## config.mk

```make
export PLATFORM = sky130hd
export DESIGN_NAME = ioctl_sdram_packer
export DESIGN_NICKNAME = d
export VERILOG_FILES = /design/src/rtl/ioctl_sdram_packer.sv
export SDC_FILE = /design/constraint.sdc
export NUM_CORES = 1
export LEC_CHECK = 0
export ABC_CLOCK_PERIOD_IN_PS = 7870
export CAP_MARGIN = 10
export CORE_ASPECT_RATIO = 0.7
export CORE_MARGIN = 2
export CORE_UTILIZATION = 35
export CTS_CLUSTER_DIAMETER = 60
export DETAILED_ROUTE_END_ITERATION = 6
export PLACE_DENSITY = 0.5
export REMOVE_ABC_BUFFERS = 1
export SYNTH_ARGS = -nofsm -noshare
export SYNTH_HDL_FRONTEND = slang
export SYNTH_SLANG_ARGS = --single-unit
```

## constraint.sdc

```tcl
create_clock -name clk_sys -period 7.87 [get_ports clk_sys]
set_input_delay 1.1805 -clock clk_sys [delete_from_list [all_inputs] [get_ports clk_sys]]
set_output_delay 1.1805 -clock clk_sys [all_outputs]
set_load 0.02 [all_outputs]
```

## src/rtl/ioctl_sdram_packer.sv

```systemverilog
// Packs the data_io download byte stream into 16-bit words, buffers them and drains them
// to the SDRAM ROM-load port over a toggle req/ack handshake. Optional: LOADER_CHECKSUM_EN.
//
// state   | meaning
// --------+-----------------------------------------------------------
// S_IDLE  | no request outstanding; issues the FIFO head when req==ack
// S_WAIT  | request toggled, holding addr/data/be until ack matches req
// S_FLUSH | download ended and last word queued; pulse done once drained
module ioctl_sdram_packer #(
    parameter int          FIFO_DEPTH = 8,
    parameter logic [24:0] BASE_ADDR  = 25'h0
) (
    input  logic        clk_sys,
    input  logic        reset,
    input  logic        ioctl_downl,
    input  logic        ioctl_wr,
    input  logic [7:0]  ioctl_data,
    output logic        ioctl_wait,
    output logic [24:0] sdr_addr,
    output logic [15:0] sdr_data,
    output logic [1:0]  sdr_be,
    output logic        sdr_req,
    input  logic        sdr_ack,
    output logic        busy,
    output logic        done,
    output logic        overflow,
`ifdef LOADER_CHECKSUM_EN
    output logic [24:0] bytes_loaded,
    output logic [15:0] checksum
`else
    output logic [24:0] bytes_loaded
`endif
);

    localparam int AW = $clog2(FIFO_DEPTH);
    localparam int CW = AW + 1;
    localparam logic [CW-1:0] DEPTH_C = CW'(FIFO_DEPTH);
    localparam logic [CW-1:0] WAIT_TH = CW'(FIFO_DEPTH - 2);

    typedef enum logic [1:0] {
        S_IDLE  = 2'd0,
        S_WAIT  = 2'd1,
        S_FLUSH = 2'd2
    } state_t;

    state_t state, state_n;

    logic          downl_q;
    logic          fall_q;
    logic          flush_pend;
    logic          have_low;
    logic [7:0]    low_byte;
    logic          dl_rise;
    logic          dl_fall;
    logic          accept;

    logic          push;
    logic [17:0]   push_word;
    logic          push_ok;
    logic          pop;
    logic          fifo_full;
    logic          fifo_empty;
    logic [17:0]   fifo_mem [FIFO_DEPTH];
    logic [AW-1:0] wr_ptr;
    logic [AW-1:0] rd_ptr;
    logic [CW-1:0] count;

    logic          req_match;
    logic          done_n;
    logic          flush_clr;
    logic [23:0]   word_index;
    logic [24:0]   addr_sum;

    assign dl_rise    = ioctl_downl & ~downl_q;
    assign dl_fall    = ~ioctl_downl & downl_q;
    // A byte strobed on the cycle downl drops still belongs to the download.
    assign accept     = ioctl_wr & (ioctl_downl | downl_q);
    assign fifo_full  = (count == DEPTH_C);
    assign fifo_empty = (count == '0);
    assign push_ok    = push & ~fifo_full;
    assign req_match  = (sdr_req == sdr_ack);
    assign addr_sum   = BASE_ADDR + {word_index, 1'b0};

    assign busy = ioctl_downl | ~fifo_empty | ~req_match | (state != S_IDLE)
                | fall_q | flush_pend;

    // The trailing-byte flush and a pair completion can never fall on the same cycle.
    always_comb begin
        push      = 1'b0;
        push_word = '0;
        if (fall_q && have_low) begin
            push      = 1'b1;
            push_word = {2'b01, 8'h00, low_byte};
        end else if (accept && have_low && !dl_rise) begin
            push      = 1'b1;
            push_word = {2'b11, ioctl_data, low_byte};
        end
    end

    always_ff @(posedge clk_sys) begin
        if (reset) begin
            downl_q      <= 1'b0;
            fall_q       <= 1'b0;
            flush_pend   <= 1'b0;
            have_low     <= 1'b0;
            low_byte     <= 8'h00;
            bytes_loaded <= '0;
            overflow     <= 1'b0;
        end else begin
            downl_q <= ioctl_downl;
            fall_q  <= dl_fall;
            if (dl_rise) begin
                bytes_loaded <= 25'(accept);
                overflow     <= 1'b0;
                have_low     <= accept;
                low_byte     <= ioctl_data;
            end else begin
                if (accept) begin
                    bytes_loaded <= bytes_loaded + 25'd1;
                    if (!have_low) begin
                        low_byte <= ioctl_data;
                        have_low <= 1'b1;
                    end else begin
                        have_low <= 1'b0;
                    end
                end
                if (fall_q) begin
                    have_low <= 1'b0;
                end
            end
            if (push && fifo_full) begin
                overflow <= 1'b1;
            end
            if (fall_q) begin
                flush_pend <= 1'b1;
            end else if (flush_clr) begin
                flush_pend <= 1'b0;
            end
        end
    end

`ifdef LOADER_CHECKSUM_EN
    always_ff @(posedge clk_sys) begin
        if (reset) begin
            checksum <= 16'h0000;
        end else if (dl_rise) begin
            checksum <= accept ? {8'h00, ioctl_data} : 16'h0000;
        end else if (accept) begin
            checksum <= checksum + {8'h00, ioctl_data};
        end
    end
`endif

    always_ff @(posedge clk_sys) begin
        if (push_ok) begin
            fifo_mem[wr_ptr] <= push_word;
        end
    end

    always_ff @(posedge clk_sys) begin
        if (reset) begin
            wr_ptr     <= '0;
            rd_ptr     <= '0;
            count      <= '0;
            ioctl_wait <= 1'b0;
        end else begin
            if (push_ok) begin
                wr_ptr <= wr_ptr + AW'(1);
            end
            if (pop) begin
                rd_ptr <= rd_ptr + AW'(1);
            end
            case ({push_ok, pop})
                2'b10:   count <= count + CW'(1);
                2'b01:   count <= count - CW'(1);
                default: count <= count;
            endcase
            ioctl_wait <= (count >= WAIT_TH);
        end
    end

    always_comb begin
        state_n   = state;
        pop       = 1'b0;
        done_n    = 1'b0;
        flush_clr = 1'b0;
        case (state)
            S_IDLE: begin
                if (!fifo_empty && req_match) begin
                    pop     = 1'b1;
                    state_n = S_WAIT;
                end else if (flush_pend && req_match) begin
                    state_n = S_FLUSH;
                end
            end
            S_WAIT: begin
                if (req_match) begin
                    state_n = S_IDLE;
                end
            end
            S_FLUSH: begin
                if (fifo_empty && req_match) begin
                    done_n    = 1'b1;
                    flush_clr = 1'b1;
                    state_n   = S_IDLE;
                end else if (!fifo_empty && req_match) begin
                    pop     = 1'b1;
                    state_n = S_WAIT;
                end
            end
            default: state_n = S_IDLE;
        endcase
    end

    // Reset copies sdr_ack into sdr_req so an abandoned transfer leaves no request pending.
    always_ff @(posedge clk_sys) begin
        if (reset) begin
            state      <= S_IDLE;
            done       <= 1'b0;
            sdr_req    <= sdr_ack;
            sdr_addr   <= BASE_ADDR;
            sdr_data   <= 16'h0000;
            sdr_be     <= 2'b00;
            word_index <= '0;
        end else begin
            state <= state_n;
            done  <= done_n;
            if (pop) begin
                sdr_req  <= ~sdr_req;
                sdr_be   <= fifo_mem[rd_ptr][17:16];
                sdr_data <= fifo_mem[rd_ptr][15:0];
                sdr_addr <= {addr_sum[24:1], 1'b0};
            end
            if (dl_rise) begin
                word_index <= '0;
            end else if (pop) begin
                word_index <= word_index + 24'd1;
            end
        end
    end

endmodule
```

==> summary.txt <==
Run status
  – Status: finished clean

STA
  – Setup Skew: 0.00961 ns
  – Hold WS: 0.451 ns
  – Max Slew Vio Count: 0
  – Relative slew margins: 27.5%
  – Final hold viol count: 0
  – RSZ-0062 raised after global routing: no
  – Worst Tran Pin Value: 1.08 ns
  – Setup TNS Final: 0 ns
  – Period utilisation layout: 55.9%
  – Period minus WS final: 4.40 ns
  – Final setup vio count: 0
  – Fmax: 227 MHz

Placement
  – Placer congestion estimate: 0.740
  – Placed Instance Area: 0.0119 mm²
  – HPWL after DPL: 15.0 mm
  – Dpl cells: 1291
  – Number of port buffers: 84

Floorplan
  – Die area: 0.0319 mm²
  – FP Rows: 53
  – Core ar.: 0.0300 mm²
  – Die Ht: 150 µm
  – DIE WIDTH: 213 µm
  – # IOs: 86
  – Initial core utilization: 35.6%

Logic synthesis
  – Synth area leader: edfxtp_1
  – Ranking of synthesized cells by area: edfxtp_1 41%, dfxtp_1 22%, mux4_2 7.6%
  – Synth cell count leaders: 145 x edfxtp_1, 118 x dfxtp_1, 74 x nand2_1
  – Post-synth EDFFs: 145
  – Mapped Cells: 831
  – Synth Area per Inst: 12.8 µm²
  – Synth top area share: 40.9%
  – Synthesized area: 0.0107 mm²
  – FF+latch count, synth: 263
  – Sequential-to-total area share from yosys stat: 63.0%
  – Synth Flop Type: edfxtp_1
  – Most frequent cell after synthesis: edfxtp_1
  – Post-synth ARST share: 0%
  – Netlist cell types: 54
  – YS warnings: 0

Clock tree
  – CTS root buffer: clkbuf_16
  – TritonCTS buffer count: 28
  – H-tree depth: 1
  – Postcts setup bufs: 0
  – CTS clk-pin slew, worst paths: 0.06 ns
  – Max clock buf depth: 3
  – Post-CTS Resized: 0
  – Hold buffer count at cts: 0
  – Worst skew pair latency: 0.55 ns
  – CTS Sinks: 263
  – TritonCTS clock tree: done

Detailed routing
  – WL final: 24.6 mm
  – DR vias/cell: 5.07
  – Post-DRT Antenna Nets: 0
  – Vias after detailed routing: 6812
  – Drt drc: 0
  – Initial DRT Pass Iterations: 4
  – DR WL/cell: 18.3 µm
  – Drt first-iter violations: 499

Cells and area
  – Final instance area: 0.0128 mm²
  – Antenna cells: 0
  – Finished Layout Cells: 1343
  – Layout cells sized above 1: 11.8%
  – Area Overhead vs Synth: 19.9%
  – # fillers: 2859
  – Final #Nets: 929

Power
  – Share of power burned in registers: 50.4%
  – Clk pwr share: 43.0%
  – Sw frac: 22.9%
  – P_leak: 4.19 nW
  – Internal power: 0.00228 W
  – Net switching power: 0.000677 W
  – Combinational share of power: 6.5%
  – Pwr/cell area: 231 mW/mm²
  – Peak supply drop: 132 µV

Worst setup path
  – Setup crit end kind: flip-flop
  – CP Launch Type: input pin
  – CP arrival: 4.83 ns
  – CP Max Fanout: 75
  – Data required, critical path: 8.31 ns
  – Critical path type: in2reg

Global routing
  – First-pass GRT wire length: 38.1 mm
  – Vias in the first global route: 6397
  – GRT overflow: 0
  – Largest net degree at the start of global routing: 80
  – Initial antenna violation count: 0
  – Global-route usage over all layers: 15.6%

Run
  – Max Cap Viol: 0

Hold path
  – Worst hold-check path type: reg2reg
## routing by layer
| layer | part of all wire, % | wire, µm | GRT usage, % |
|---|---|---|---|
| met1 | 52 | 12700 | 24.0 |
| met3 | 3.9 | 955 | 2.94 |
| met2 | 43 | 10500 | 22.4 |
| met4 | 1.8 | 448 | 3.67 |
| met5 | 0 | 0 | 0 |
## through the flow
| stage | worst slack, ns | power, W | util, % |
|---|---|---|---|
| 6_report | 3.47 | 0.00296 | 42.6 |
| 5_1_grt | 3.11 | 0.00307 | 42.6 |
| 4_1_cts | 3.45 | 0.00300 | 42.6 |
| 3_5_place_dp | 2.87 | 0.00172 | 39.7 |
| 3_3_place_gp | 2.97 | 0.00172 | 39.7 |
| 2_1_floorplan | 3.71 | 0.00163 | - |
## layout by cell type (no fill, tap or decap), types with 4 or more instances in the layout
cell type        Yosys  routed
nand4b_1             4       4
clkdlybuf4s50_1      0      83
a211oi_1            21      21
mux4_2              36      36
nand2b_1             7       7
and4_1               4       4
nand3_1             19      19
edfxtp_1           145     145
nand4_1             19      19
a21oi_1             71      71
o31ai_1             21      21
clkbuf_16            0      29
ha_1                 7       7
clkbuf_1            27       9
or3_1               12      12
buf_4                1      13
nor2b_1              4       4
nand2_1             74      74
or4_1               23      23
and2_1               9       9
xnor2_1              8       8
mux2i_1             30      30
inv_1               15      15
and3_1               9       9
xor2_1               9       9
clkinv_1             0       6
or2_2                4       4
o21ai_0             10      10
nor2_1              57      57
nor4_1               8       8
nor3_1               8       6
dfxtp_1            118     116
## path summary, 6_finish.rpt
check / startpoint / to / slack [ns] / cells after the start
setup / recovery: sdr_ack / count[3] / 3.47 / 10
hold / removal: sdr_addr[3] / sdr_addr[3] / 0.45 / 2
setup reg to reg: sdr_req / count[3] / 4.13 / 9
hold reg to reg: sdr_addr[3] / sdr_addr[3] / 0.45 / 2
## cell families (layout without fill, tap and decap cells)
kind of cell	count (synthesis)	in the layout	synth area share, %
AOI/OAI and AO/OA	138	138	7.96
xor gates and xnor gates	17	17	1.40
adders and majority gates	7	7	0.822
buffers and inverters	65	165	2.62
DFF	263	263	63.0
muxes	68	68	10.6
other	1	1	0.0352
and+or+nand+nor	272	272	13.5
## flip-flops by register name, indices dropped and copies added (netlist names), 2 cells and up
register / cells
sdr_addr: 24
state: 2
wr_ptr: 3
bytes_loaded: 25
sdr_be: 2
low_byte: 8
rd_ptr: 3
sdr_data: 16
count: 4
word_index: 24
fifo_mem: 144
## final cells by class
| class | count | area [µm²] | area share (%) |
|---|---|---|---|
| Clock inverter | 10 | 80.1 | 0.627 |
| Sequential cell | 263 | 6720 | 52.6 |
| Timing Repair Buffer | 97 | 933 | 7.30 |
| Tap cell | 412 | 515 | 4.03 |
| Inverter | 16 | 60.1 | 0.470 |
| Clock buffer | 42 | 797 | 6.24 |
| Multi-Input combinational cell | 503 | 3670 | 28.7 |
## power groups by stage
stage	registers, W	clock network (W)	logic [W]
2_1_floorplan	0.00153	0	0.000106
3_3_place_gp	0.00152	0	0.000195
3_5_place_dp	0.00152	0	0.000196
4_1_cts	0.00149	0.00131	0.000197
5_1_grt	0.00150	0.00137	0.000211
6_report	0.00149	0.00127	0.000193
## worst max-delay path, stage by stage
cell and delay (ns):
clkdlybuf4s50_1 0.49, xnor2_1 0.49, nand3_2 0.67, inv_2 0.22
buf_4 0.69, ha_1 0.36, nand4b_1 0.13, a21oi_1 0.06
o21bai_1 0.16, mux2_2 0.35
Power figures use the tool's default switching activity.
